### src/rtl/fpu_stream_arb_mux_if.sv
// Handshake bundle for the N-input stream arbiter/mux: producer channels, force-select override and the single output stream.
// slave = the mux itself; master = the producers and consumer driving it.
interface fpu_stream_arb_mux_if #(
    parameter int WIDTH  = 3,
    parameter int NUM_IN = 4
);
    localparam int SEL_W = (NUM_IN > 1) ? $clog2(NUM_IN) : 1;

    logic [NUM_IN*WIDTH-1:0] in_data;
    logic [NUM_IN-1:0]       in_valid;
    logic [NUM_IN-1:0]       in_ready;
    logic                    force_en;
    logic [SEL_W-1:0]        force_sel;
    logic [WIDTH-1:0]        out_data;
    logic [SEL_W-1:0]        out_sel;
    logic                    out_valid;
    logic                    out_ready;

    modport slave (
        input  in_data, in_valid, force_en, force_sel, out_ready,
        output in_ready, out_data, out_sel, out_valid
    );

    modport master (
        output in_data, in_valid, force_en, force_sel, out_ready,
        input  in_ready, out_data, out_sel, out_valid
    );
endinterface

### src/rtl/fpu_stream_arb_mux.sv
// Registered N-input stream mux, round-robin or fixed-priority with force-select; 1-cycle latency, 1 beat/cycle.
// A stalled output (valid && !ready) holds data, sel and pointer and drops every in_ready.
module fpu_stream_arb_mux #(
    parameter int WIDTH  = 3,
    parameter int NUM_IN = 4,
    parameter int RR     = 1
) (
    input logic                 clk,
    input logic                 reset_n,
    fpu_stream_arb_mux_if.slave bus
);
    localparam int SEL_W = (NUM_IN > 1) ? $clog2(NUM_IN) : 1;

    logic [WIDTH-1:0]  out_data_q, out_data_d;
    logic [SEL_W-1:0]  out_sel_q, out_sel_d;
    logic              out_valid_q, out_valid_d;
    logic [SEL_W-1:0]  ptr_q, ptr_d;

    logic              load;
    logic [NUM_IN-1:0] elig;
    logic [NUM_IN-1:0] gnt;
    logic              gnt_any;
    logic [SEL_W-1:0]  gnt_idx;
    logic              hi_any;
    logic [SEL_W-1:0]  hi_idx;
    logic              lo_any;
    logic [SEL_W-1:0]  lo_idx;
    logic [WIDTH-1:0]  mux_data;

    assign load = !out_valid_q || bus.out_ready;

    // Out-of-range force_sel matches no channel, so the eligible set is empty.
    always_comb begin
        elig = '0;
        for (int i = 0; i < NUM_IN; i++) begin
            if (bus.force_en) begin
                elig[i] = bus.in_valid[i] && (bus.force_sel == SEL_W'(i));
            end else begin
                elig[i] = bus.in_valid[i];
            end
        end
    end

    // Descending scans leave the lowest match; hi_* covers indices at/after ptr, lo_* wraps to 0.
    always_comb begin
        hi_any = 1'b0;
        hi_idx = '0;
        lo_any = 1'b0;
        lo_idx = '0;
        for (int i = NUM_IN - 1; i >= 0; i--) begin
            if (elig[i]) begin
                lo_any = 1'b1;
                lo_idx = SEL_W'(i);
                if (SEL_W'(i) >= ptr_q) begin
                    hi_any = 1'b1;
                    hi_idx = SEL_W'(i);
                end
            end
        end
        gnt_any = lo_any;
        gnt_idx = (RR != 0 && hi_any) ? hi_idx : lo_idx;
    end

    always_comb begin
        gnt      = '0;
        mux_data = '0;
        for (int i = 0; i < NUM_IN; i++) begin
            if (gnt_any && gnt_idx == SEL_W'(i)) begin
                gnt[i]   = 1'b1;
                mux_data = bus.in_data[i*WIDTH +: WIDTH];
            end
        end
    end

    assign bus.in_ready = gnt & {NUM_IN{load && reset_n}};

    always_comb begin
        out_valid_d = out_valid_q;
        out_data_d  = out_data_q;
        out_sel_d   = out_sel_q;
        ptr_d       = ptr_q;
        if (load) begin
            out_valid_d = gnt_any;
            if (gnt_any) begin
                out_data_d = mux_data;
                out_sel_d  = gnt_idx;
                if (RR != 0) begin
                    ptr_d = (gnt_idx == SEL_W'(NUM_IN - 1)) ? '0 : gnt_idx + 1'b1;
                end
            end
        end
    end

    always_ff @(posedge clk or negedge reset_n) begin
        if (!reset_n) begin
            out_valid_q <= 1'b0;
            out_data_q  <= '0;
            out_sel_q   <= '0;
            ptr_q       <= '0;
        end else begin
            out_valid_q <= out_valid_d;
            out_data_q  <= out_data_d;
            out_sel_q   <= out_sel_d;
            ptr_q       <= ptr_d;
        end
    end

    assign bus.out_valid = out_valid_q;
    assign bus.out_data  = out_data_q;
    assign bus.out_sel   = out_sel_q;
endmodule

### src/flat_wrapper.sv
// flat-port wrapper written by rule: the top's interface ports become plain ports
module fpu_stream_arb_mux_flat 
#(
    parameter int WIDTH  = 3,
    parameter int NUM_IN = 4,
    parameter int RR     = 1
)
  (clk, reset_n, bus_in_data, bus_in_valid, bus_force_en, bus_force_sel, bus_out_ready, bus_in_ready, bus_out_data, bus_out_sel, bus_out_valid);
  fpu_stream_arb_mux_if #(.WIDTH(WIDTH), .NUM_IN(NUM_IN)) bus_i ();
  input logic clk;
  input logic reset_n;
  input wire logic [$bits(bus_i.in_data)-1:0] bus_in_data;
  input wire logic [$bits(bus_i.in_valid)-1:0] bus_in_valid;
  input wire logic [$bits(bus_i.force_en)-1:0] bus_force_en;
  input wire logic [$bits(bus_i.force_sel)-1:0] bus_force_sel;
  input wire logic [$bits(bus_i.out_ready)-1:0] bus_out_ready;
  output wire logic [$bits(bus_i.in_ready)-1:0] bus_in_ready;
  output wire logic [$bits(bus_i.out_data)-1:0] bus_out_data;
  output wire logic [$bits(bus_i.out_sel)-1:0] bus_out_sel;
  output wire logic [$bits(bus_i.out_valid)-1:0] bus_out_valid;
  assign bus_i.in_data = bus_in_data;
  assign bus_i.in_valid = bus_in_valid;
  assign bus_i.force_en = bus_force_en;
  assign bus_i.force_sel = bus_force_sel;
  assign bus_i.out_ready = bus_out_ready;
  assign bus_in_ready = bus_i.in_ready;
  assign bus_out_data = bus_i.out_data;
  assign bus_out_sel = bus_i.out_sel;
  assign bus_out_valid = bus_i.out_valid;
  fpu_stream_arb_mux #(.WIDTH(WIDTH), .NUM_IN(NUM_IN), .RR(RR)) u_core (.clk(clk), .reset_n(reset_n), .bus(bus_i));
endmodule
### config.mk
export PLATFORM = sky130hd
export DESIGN_NAME = fpu_stream_arb_mux_flat
export DESIGN_NICKNAME = d
export VERILOG_FILES = /design/src/rtl/fpu_stream_arb_mux_if.sv /design/src/rtl/fpu_stream_arb_mux.sv /design/src/flat_wrapper.sv
export SDC_FILE = /design/constraint.sdc
export NUM_CORES = 1
export LEC_CHECK = 0
export CORE_AREA = 5 5 45 50
export CTS_BUF_LIST = sky130_fd_sc_hd__clkbuf_16
export CTS_CLUSTER_DIAMETER = 30
export DETAILED_ROUTE_END_ITERATION = 8
export DIE_AREA = 0 0 50 55
export PLACE_DENSITY = 0.92
export SLEW_MARGIN = 10
export SYNTH_ARGS = -nofsm -noshare
export SYNTH_HDL_FRONTEND = slang
export SYNTH_SLANG_ARGS = --single-unit
### constraint.sdc
create_clock -name clk -period 4.9 [get_ports clk]
set_input_delay 0.98 -clock clk [delete_from_list [all_inputs] [get_ports clk]]
set_output_delay 0.98 -clock clk [all_outputs]
set_load 0.01 [all_outputs]
==> metrics.md <==
| Metric | Value |
|---|---|
| Crit Path Max Fanout | `9` |
| Slowest CP cell | `clkdlybuf4s50_1` |
| Req. time, crit path | `3.92 ns` |
| Starting Density | `between 30% and 40%` |
| Yosys Warn Count | `0` |
| Overall Power | `about 0.00042 W` |
| Post-synth top area share | `29.3%` |
| Row cnt | `16` |
| Commonest non-fill, non-tap cell in the layout | `clkdlybuf4s50_1` |
| RSZ-0062 raised after global routing | `false` |
| Antenna-violating nets left | `0` |
| Crit Path Category | `input port to primary output` |
| H-tree depth | `1` |
| Worst Setup EP | `bus_in_ready[2]` |
| Top achievable clock speed | `between 200 and 250 MHz` |
| Min Tclk post-route | `4.48 ns` |
| Peak VDD IR | `0.199 mV` |
| Final period util | `about nine tenths` |
| Vias in the first global route | `745` |
| RR Endpoint | `u_core.bus.out_data[0]$_DFFE_PN0P_` |
| Post-Synth Adder-Cell Area | `7.31%` |
| HP Start | `u_core.bus.out_data[2]$_DFFE_PN0P_` |
| Die width | `50 um` |
| Post-Syn Nets | `110` |
| Slew margin rel. | `51.7%` |
| CTS Buf Count | `3` |
| Syn avg cell area | `about 8 um2` |
| Worst EP arrival | `3.50 ns` |
| Worst Skew | `0.000745 ns` |
| Post-Synth XOR/XNOR Area | `0%` |
| Fin. Hold Viols | `0` |
| WL/cell | `15.6 um` |
| Pwr Density | `395 nW/um2` |
| Origin of the critical flop-to-flop path | `u_core.ptr_q[0]$_DFFE_PN0P_` |
| MaxCap Viol Count | `0` |
| Setup Buffers After CTS | `0` |
| Area of placed instances | `993 um2` |
| Largest net degree at the start of global routing | `13` |
| Reg2Reg Setup Slack | `2.48 ns` |
| Dominant cell type by area after synthesis | `dfrtp_1` |
| Total global-route track usage | `15.0%` |
| First-pass GRT wire length | `3.12 mm` |
| Antenna cell count | `0` |
| Worst path depth | `9` |
| Final nets | `142` |
| WP buf/inv | `3` |
| P_leak | `0.467 nW` |
| Sink Count | `8` |
| Worst setup startpoint | `bus_force_en` |
| Post-CTS Resized | `0` |
| CTS tree | `built` |
| Syn-to-layout area delta | `56.1%` |
| Clock transition at path regs | `about 0.04 ns` |
| Routability cong. | `0.732` |
| Final Cell Area | `1070 um2` |
| CP endpoint kind | `primary output` |
| Main combinational cell family by area after synthesis | `compound AO/OA/AOI/OAI gates` |
| Cell variety after synth | `29` |
| Worst Hold Class | `flop to flop` |
| Final setup fails | `0` |
| Status | `completed` |
| CORE AREA | `about 1700 um2` |
| Post-Syn Instances | `84` |
| Port bufs | `31` |
| Mux contribution to synthesized area | `5.12%` |
| Post-synthesis compound-gate area fraction | `about a quarter` |
| Vias per cell | `5.63` |
| Via count | `743` |
| Grt total ovfl | `0` |
| Post-synthesis sequential area ratio | `29.3%` |
| Worst setup SP type | `input port` |
| Simple-gate share of the synthesized area | `between 20 and 25%` |
| Root buffer cell | `clkbuf_16` |
| Mapped Area | `~680 um2` |
| # IOs | `32` |
| DR iter-0 viols | `14` |
| Worst R2R Path Depth | `11` |
| Die Span Y | `55 um` |
| Fin. max-slew vios | `0` |
| Worst Max-Slew Pin Slew | `around 0.72 ns` |
| Worst-Skew Late Latency | `roughly 0.23 ns` |
| Seq cells post-synth | `8` |
| Initial antenna violation count | `0` |
| Most used cell, CP | `clkdlybuf4s50_1` |
| Dominant cells by area after synthesis | `dfrtp_1 29%, ha_1 7.3%, nand2_1 5.5%` |
| Clock tree buffer depth | `2` |
| Crit path cell chain | `clkdlybuf4s50_1 -> a21bo_1 -> a211oi_2 -> o21ai_1 -> o211a_2 -> inv_1 -> ha_1 -> and3_1 -> clkdlybuf4s50_1` |
| Die ar. | `2750 um2` |
| Most frequent cells in the layout | `31 x clkdlybuf4s50_1, 10 x nand2_1, 8 x dfrtp_1` |
| DR pass1 iterations | `4` |
| Setup tns final | `0 ns` |
| Kind of cell adding the most delay to the critical path | `buffers and inverters` |
| DRC violations left | `0` |
| DRT Wirelength | `2.06 mm` |
| Layout cells sized above 1 | `under 10%` |
| Worst path max stage delay | `0.65 ns` |
| CTS Hold Bufs | `0` |
| Placed wire-length estimate | `1.56 mm` |
where the power goes:
part | total (W) | switching (W) | internal, W
Sequential | 0.000108 | 0.0000190 | 0.0000894
Combinational | 0.000176 | 0.0000819 | 0.0000942
Clock | 0.000138 | 0.0000327 | 0.000105
Total | 0.000422 | 0.000134 | 0.000289
synthesized netlist by cell type:
cell,count
a211o_1,1
nand2_1,10
nand4_1,1
inv_1,6
buf_2,1
mux2_4,1
nor2b_1,6
nor2_1,3
o22ai_1,2
a211oi_2,1
nand2b_1,2
nor3_1,4
a221oi_1,3
dfrtp_1,8
and3_4,1
o21a_1,1
a211oi_1,1
nor2b_2,1
ha_1,4
o211a_2,1
o21ai_0,5
buf_1,1
mux2i_1,2
and3_1,4
o31ai_2,1
buf_4,2
a21bo_1,1
o21ai_1,4
a21oi_1,6
worst min-delay path by stage:
stage | to | slack (ns) | depth (start not counted)
2_1_floorplan | u_core.ptr_q[1]$_DFFE_PN0P_ | 0.51 | 2
3_3_place_gp | u_core.bus.out_data[0]$_DFFE_PN0P_ | 0.47 | 2
3_5_place_dp | u_core.bus.out_data[0]$_DFFE_PN0P_ | 0.48 | 2
4_1_cts | u_core.bus.out_data[2]$_DFFE_PN0P_ | 0.50 | 2
5_1_grt | u_core.bus.out_sel[0]$_DFFE_PN0P_ | 0.52 | 2
6_report | u_core.bus.out_data[2]$_DFFE_PN0P_ | 0.49 | 2
registers in the layout, summed over array words and instances (netlist names):
| name | flops |
|---|---|
| u_core.bus.out_sel | 2 |
| u_core.ptr_q | 2 |
| u_core.bus.out_data | 3 |
| u_core.bus.out_valid | 1 |
through the flow:
stage / instances / setup slack (ns) / hold slack (ns) / util [%]
CTS: 132 / 0.460 / 0.497 / 62.1
floorplan: 84 / 1.59 / 0.509 / -
finish: 132 / 0.419 / 0.490 / 62.1
global route: 132 / 0.316 / 0.516 / 62.1
detailed placement: 129 / 0.470 / 0.481 / 57.7
global placement: 129 / 0.571 / 0.470 / 57.7
cell families after synthesis:
family | Yosys count
compound gates | 27
fa+ha+maj | 4
buf+inv | 10
flops | 8
mux | 3
simple gates | 32
worst min-delay path: stages, from the launching register on:
cell and delay [ns]:
dfrtp_1 0.34, nand2_1 0.05, o21ai_0 0.06
routing by layer:
layer	up-vias	wire length, um	GRT usage, %
met5	-	0	0
met3	6	111	4.83
li1	359	-	-
met2	29	1100	27.0
met4	0	59	9.61
met1	349	791	15.1
final cells by class:
class / count / area, um2
fill: 140 / 653
multi-input combinational: 66 / 438
timing repair buffer: 31 / 310
sequential: 8 / 200
clock buffer: 3 / 75.1
inverter: 6 / 22.5
tap: 18 / 22.5
No activity file was read; power rests on OpenSTA's default activity.
